`src/rtl/elm_hidden_sequencer.sv`:
```
// Hidden-layer sequencer for the ELM core: drives the perceptron index
// counter, the input MAC and the handshake into the activation stage.
module elm_hidden_sequencer #(
    parameter int N_IN     = 256,
    parameter int IDX_W    = 13,
    parameter int MAX_NEUR = 512
) (
    input  logic                    clk,
    input  logic                    rst,
    input  logic                    start,
    input  logic [IDX_W-1:0]        P_index,
    input  logic                    stop,
    output logic                    rst_P,
    output logic                    en_P,
    output logic                    done_256,
    output logic                    mac_clr,
    output logic                    mac_en,
    output logic [$clog2(N_IN)-1:0] in_addr,
    output logic                    hid_valid,
    input  logic                    hid_ready,
    output logic [IDX_W-1:0]        hid_addr,
    output logic                    busy,
    output logic                    done,
    output logic                    err
);

    localparam int AW = $clog2(N_IN);
    localparam int CW = $clog2(MAX_NEUR + 1);

    typedef enum logic [2:0] {
        S_IDLE, S_INIT, S_STEP, S_ACC, S_LAST, S_OUT, S_FIN
    } state_t;

    state_t            r_state;
    state_t            w_next;
    logic [CW-1:0]     r_ncnt;
    logic [AW-1:0]     r_in_addr;
    logic [IDX_W-1:0]  r_hid_addr;
    logic              r_err;
    logic              w_acc_end;
    logic              w_hs;
    logic              w_wdog;

    assign w_acc_end = (r_in_addr == AW'(N_IN - 1));
    assign w_hs      = (r_state == S_OUT) && hid_ready;
    assign w_wdog    = w_hs && !stop && (r_ncnt == CW'(MAX_NEUR));

    always_comb begin
        w_next = r_state;
        unique case (r_state)
            S_IDLE: if (start) w_next = S_INIT;
            S_INIT: w_next = S_STEP;
            S_STEP: w_next = S_ACC;
            S_ACC:  if (w_acc_end) w_next = S_LAST;
            S_LAST: w_next = S_OUT;
            S_OUT: begin
                if (w_hs) begin
                    if (stop || w_wdog) w_next = S_FIN;
                    else                w_next = S_STEP;
                end
            end
            S_FIN:  w_next = S_IDLE;
            default: w_next = S_IDLE;
        endcase
    end

    always_ff @(posedge clk) begin
        if (rst) begin
            r_state    <= S_IDLE;
            r_ncnt     <= '0;
            r_in_addr  <= '0;
            r_hid_addr <= '0;
            r_err      <= 1'b0;
        end else begin
            r_state <= w_next;
            unique case (r_state)
                S_IDLE: begin
                    if (start) begin
                        r_err  <= 1'b0;
                        r_ncnt <= '0;
                    end
                end
                S_STEP: begin
                    r_ncnt    <= r_ncnt + CW'(1);
                    r_in_addr <= '0;
                end
                S_ACC:  r_in_addr  <= r_in_addr + AW'(1);
                S_LAST: r_hid_addr <= P_index;
                S_OUT:  if (w_wdog) r_err <= 1'b1;
                default: ;
            endcase
        end
    end

    // Every strobe is a pure state decode, so nothing combinational
    // reaches them from hid_ready or start.
    assign rst_P     = (r_state == S_INIT);
    assign en_P      = (r_state == S_STEP);
    assign mac_clr   = (r_state == S_STEP);
    assign mac_en    = (r_state == S_ACC);
    assign done_256  = (r_state == S_LAST);
    assign hid_valid = (r_state == S_OUT);
    assign done      = (r_state == S_FIN);
    assign busy      = (r_state != S_IDLE);
    assign in_addr   = r_in_addr;
    assign hid_addr  = r_hid_addr;
    assign err       = r_err;

endmodule

```
`config.mk`:
```
export PLATFORM = sky130hd
export DESIGN_NAME = elm_hidden_sequencer
export DESIGN_NICKNAME = d
export VERILOG_FILES = /design/src/rtl/elm_hidden_sequencer.sv
export SDC_FILE = /design/constraint.sdc
export NUM_CORES = 1
export LEC_CHECK = 0
export ABC_AREA = 1
export BUFFER_PORTS_ARGS = -buffer_cell sky130_fd_sc_hd__buf_2
export CORE_MARGIN = 1
export CORE_UTILIZATION = 55
export DETAILED_ROUTE_END_ITERATION = 10
export PLACE_DENSITY = 0.79
export SLEW_MARGIN = 20
export SYNTH_ARGS = -nofsm -noshare
export SYNTH_HDL_FRONTEND = slang
export SYNTH_SLANG_ARGS = --single-unit
```
`constraint.sdc`:
```
create_clock -name clk -period 1.95 [get_ports clk]
set_clock_uncertainty 0.15 [all_clocks]
set_input_delay 0.0975 -clock clk [delete_from_list [all_inputs] [get_ports clk]]
set_output_delay 0.0975 -clock clk [all_outputs]
set_load 0.005 [all_outputs]
```
==> results.tsv <==
stage	metric	value	unit
synthesis	post-synth top area cell	dfxtp_1	
synthesis	#FFs+latches synth	35	
power	total power after layout	2440	uW
synthesis	most common cell in the netlist	nand2_1	
finish	Diodes inserted	0	
setup_path	Arrival @ worst endpoint	1550	ps
grt	first-pass GRT wire length	7080	um
synthesis	cell area after synthesis	1730	um^2
clock_tree	# clock sinks	35	
run	Max-cap violations	0	
synthesis	Netlist cell types	24	
setup_path	critical path peak fanout	15	
sta	Fin Setup TNS	0	ps
clock_tree	Longest Clk Path Bufs	2	
synthesis	FFs w/ async S/R, synth	0	%
power	sw power	945	uW
floorplanning	Vert. Die Dim	58.1	um
setup_path	Critical Path End Type	primary output	
route	DRC	1	
power	Sw Share	38.8	%
synthesis	Syn Nets	282	
route	antenna violation net count after detailed routing	0	
grt	vias in the first global route	1700	
clock_tree	Worst-path clk slew	110	ps
synthesis	Synth warnings	0	
clock_tree	H-tree depth	2	
grt	initial antenna violation count	0	
worst_hold_path	Hold Path Class	in -> reg	
finish	# fillers	219	
sta	Worst Max-Slew Pin Slew	325	ps
floorplanning	Starting Density	60.1	%
sta	Slew HR	78.1	%
finish	NumNets Final	345	
floorplanning	Core Box Area	2880	um^2
status	failing checks	design-rule violations	
synthesis	commonest register cell after synthesis	dfxtp_1	
clock_tree	Post-CTS Setup Bufs	0	
sta	Finish-stage setup viols	0	
power	register share of total power	39.0	%
grt	Tot GR Track Use	27.7	%
finish	fin cells	367	
power	PD cells	1100	nW/um^2
finish	synth-to-layout area growth	28.1	%
floorplanning	number of cell rows	19	
placed_design	GPL Wtd Cong	0.879	
floorplanning	Die Wd	58.1	um
setup_path	Crit path required time	1700	ps
synthesis	Mapped Cells	261	
sta	Slew Limit Fails	0	
sta	Period minus WS final	1790	ps
synthesis	Syn Area/Cell	6.62	um^2
sta	Max Clk Rate	0.558	GHz
power	Int Pwr	1490	uW
route	initial DRC count	100	
synthesis	Post-synth EDFFs	0	
clock_tree	CTS tree	done	
placed_design	# placed instances	344	
route	vias	1854	
finish	layout cell share with drive strength beyond 1	21.8	%
grt	largest net degree at the start of global routing	28	
grt	Overflow after GRT	0	
power	Lkg Pwr	0.00106	uW
finish	multi-input logic area	870	um^2
sta	RSZ-0062 raised after global routing	no	
synthesis	most frequent cells after synthesis	nand2_1, nor2_1, dfxtp_1, inv_1, o21ai_0	
route	Vias/cell	5.05	
placed_design	IO buf count	47	
clock_tree	TritonCTS buffer count	5	
route	DR pass1 iterations	7	
route	drt wl/cell	11.7	um
sta	final-report hold violation count	0	
power	peak supply drop	796	uV
setup_path	critical path class	reg -> out	
setup_path	Startpoint Class	flip-flop	
placed_design	hpwl dp	2630	um
synthesis	post-synth top area share	40.6	%
synthesis	Seq/Total Area, Yosys	40.6	%
power	combinational power share	38.2	%
clock_tree	Root Driver	clkbuf_4	
synthesis	ranking of synthesized cells by area	dfxtp_1, nand2_1, nor2_1	
finish	Register Area	701	um^2
clock_tree	Worst-Skew Late Latency	350	ps
route	final wirelength	4300	um
floorplanning	Die Area	3370	um^2
floorplanning	num ports	48	
sta	fin crit share	92.0	%
power	Clk pwr share	22.8	%
status	outcome	complete, but fails checks	
==> area by class of cell <==
type	count	share of cell area (%)
Multi-Input combinational cell	190	39.3
Tap cell	42	2.37
Inverter	29	5.03
Timing Repair Buffer	63	17.8
Sequential cell	35	31.7
Clock inverter	2	1.58
Clock buffer	6	2.32
==> cells by family (layout without fill, tap and decap cells) <==
group                    after synthesis  count (layout)  share of synthesized area (%)
flip-flops                            35              35                           40.6
adder cells (fa/ha/maj)                3               3                           2.17
AND/OR/NAND/NOR                      144             144                           35.1
AO/OA/AOI/OAI                         43              43                           13.0
buffers and inverters                 36             100                           9.12
==> flip-flops by register name, summed over array words and instances, names as in the netlist <==
register	cells
hid_addr	13
r_ncnt	10
in_addr	8
r_state	3
err	1
==> critical path, cell delays in order, from the launching register on <==
cell     delay [ps]
dfxtp_1         390
nor2_2          230
nand2_2         220
inv_4           200
buf_2           150
==> final timing paths <==
check              end  slack (ps)  cells after the start  startpoint
max reg2reg  r_ncnt[8]         420                      8   r_ncnt[0]
min          r_ncnt[5]          10                      4       start
max           done_256         160                      4  r_state[1]
min reg2reg        err         320                      2         err
==> layer usage <==
layer / GRT usage, % / vias to the layer above / wire [um]
met4: 12.6 / 0 / 74
met2: 47.0 / 61 / 2000
met3: 7.14 / 8 / 284
li1: - / 953 / -
met1: 32.9 / 832 / 1940
met5: 0 / - / 0
==> per-stage QoR <==
stage	worst slack, ps	util (%)	cell area (um^2)	hold slack [ps]
finish	156	76.9	2210	10.6
global route	64.2	76.9	2210	21.4
CTS	128	76.9	2210	2.91
detailed placement	465	68.6	1970	191
global placement	473	68.6	1970	184
floorplan	612	-	1730	94.9
==> what timing repair did <==
action | CTS | global route
resized for setup | 0 | 1
endpoints found under the hold margin | 20 | 0
setup endpoints to repair | 0 | 1
hold buffers | 15 | 0
==> power by group through the flow <==
| stage | clock network [uW] | logic, uW | registers, uW |
|---|---|---|---|
| floorplan | 0 | 631 | 963 |
| global placement | 0 | 862 | 959 |
| detailed placement | 0 | 876 | 959 |
| CTS | 563 | 901 | 945 |
| global route | 587 | 1050 | 968 |
| finish | 556 | 931 | 950 |
==> cell usage in the layout, fill, tap and decap left out, types with 2 or more instances in the layout <==
cell type	n
dlygate4sd3_1	15
nand3_2	4
nor2_1	51
clkbuf_4	5
nand3_1	16
inv_2	7
inv_1	21
nand2_1	66
dfxtp_1	35
o21ai_1	4
buf_2	47
o21ai_0	21
nor3_1	2
a21oi_1	15
ha_1	3
Power figures use the tool's default switching activity.
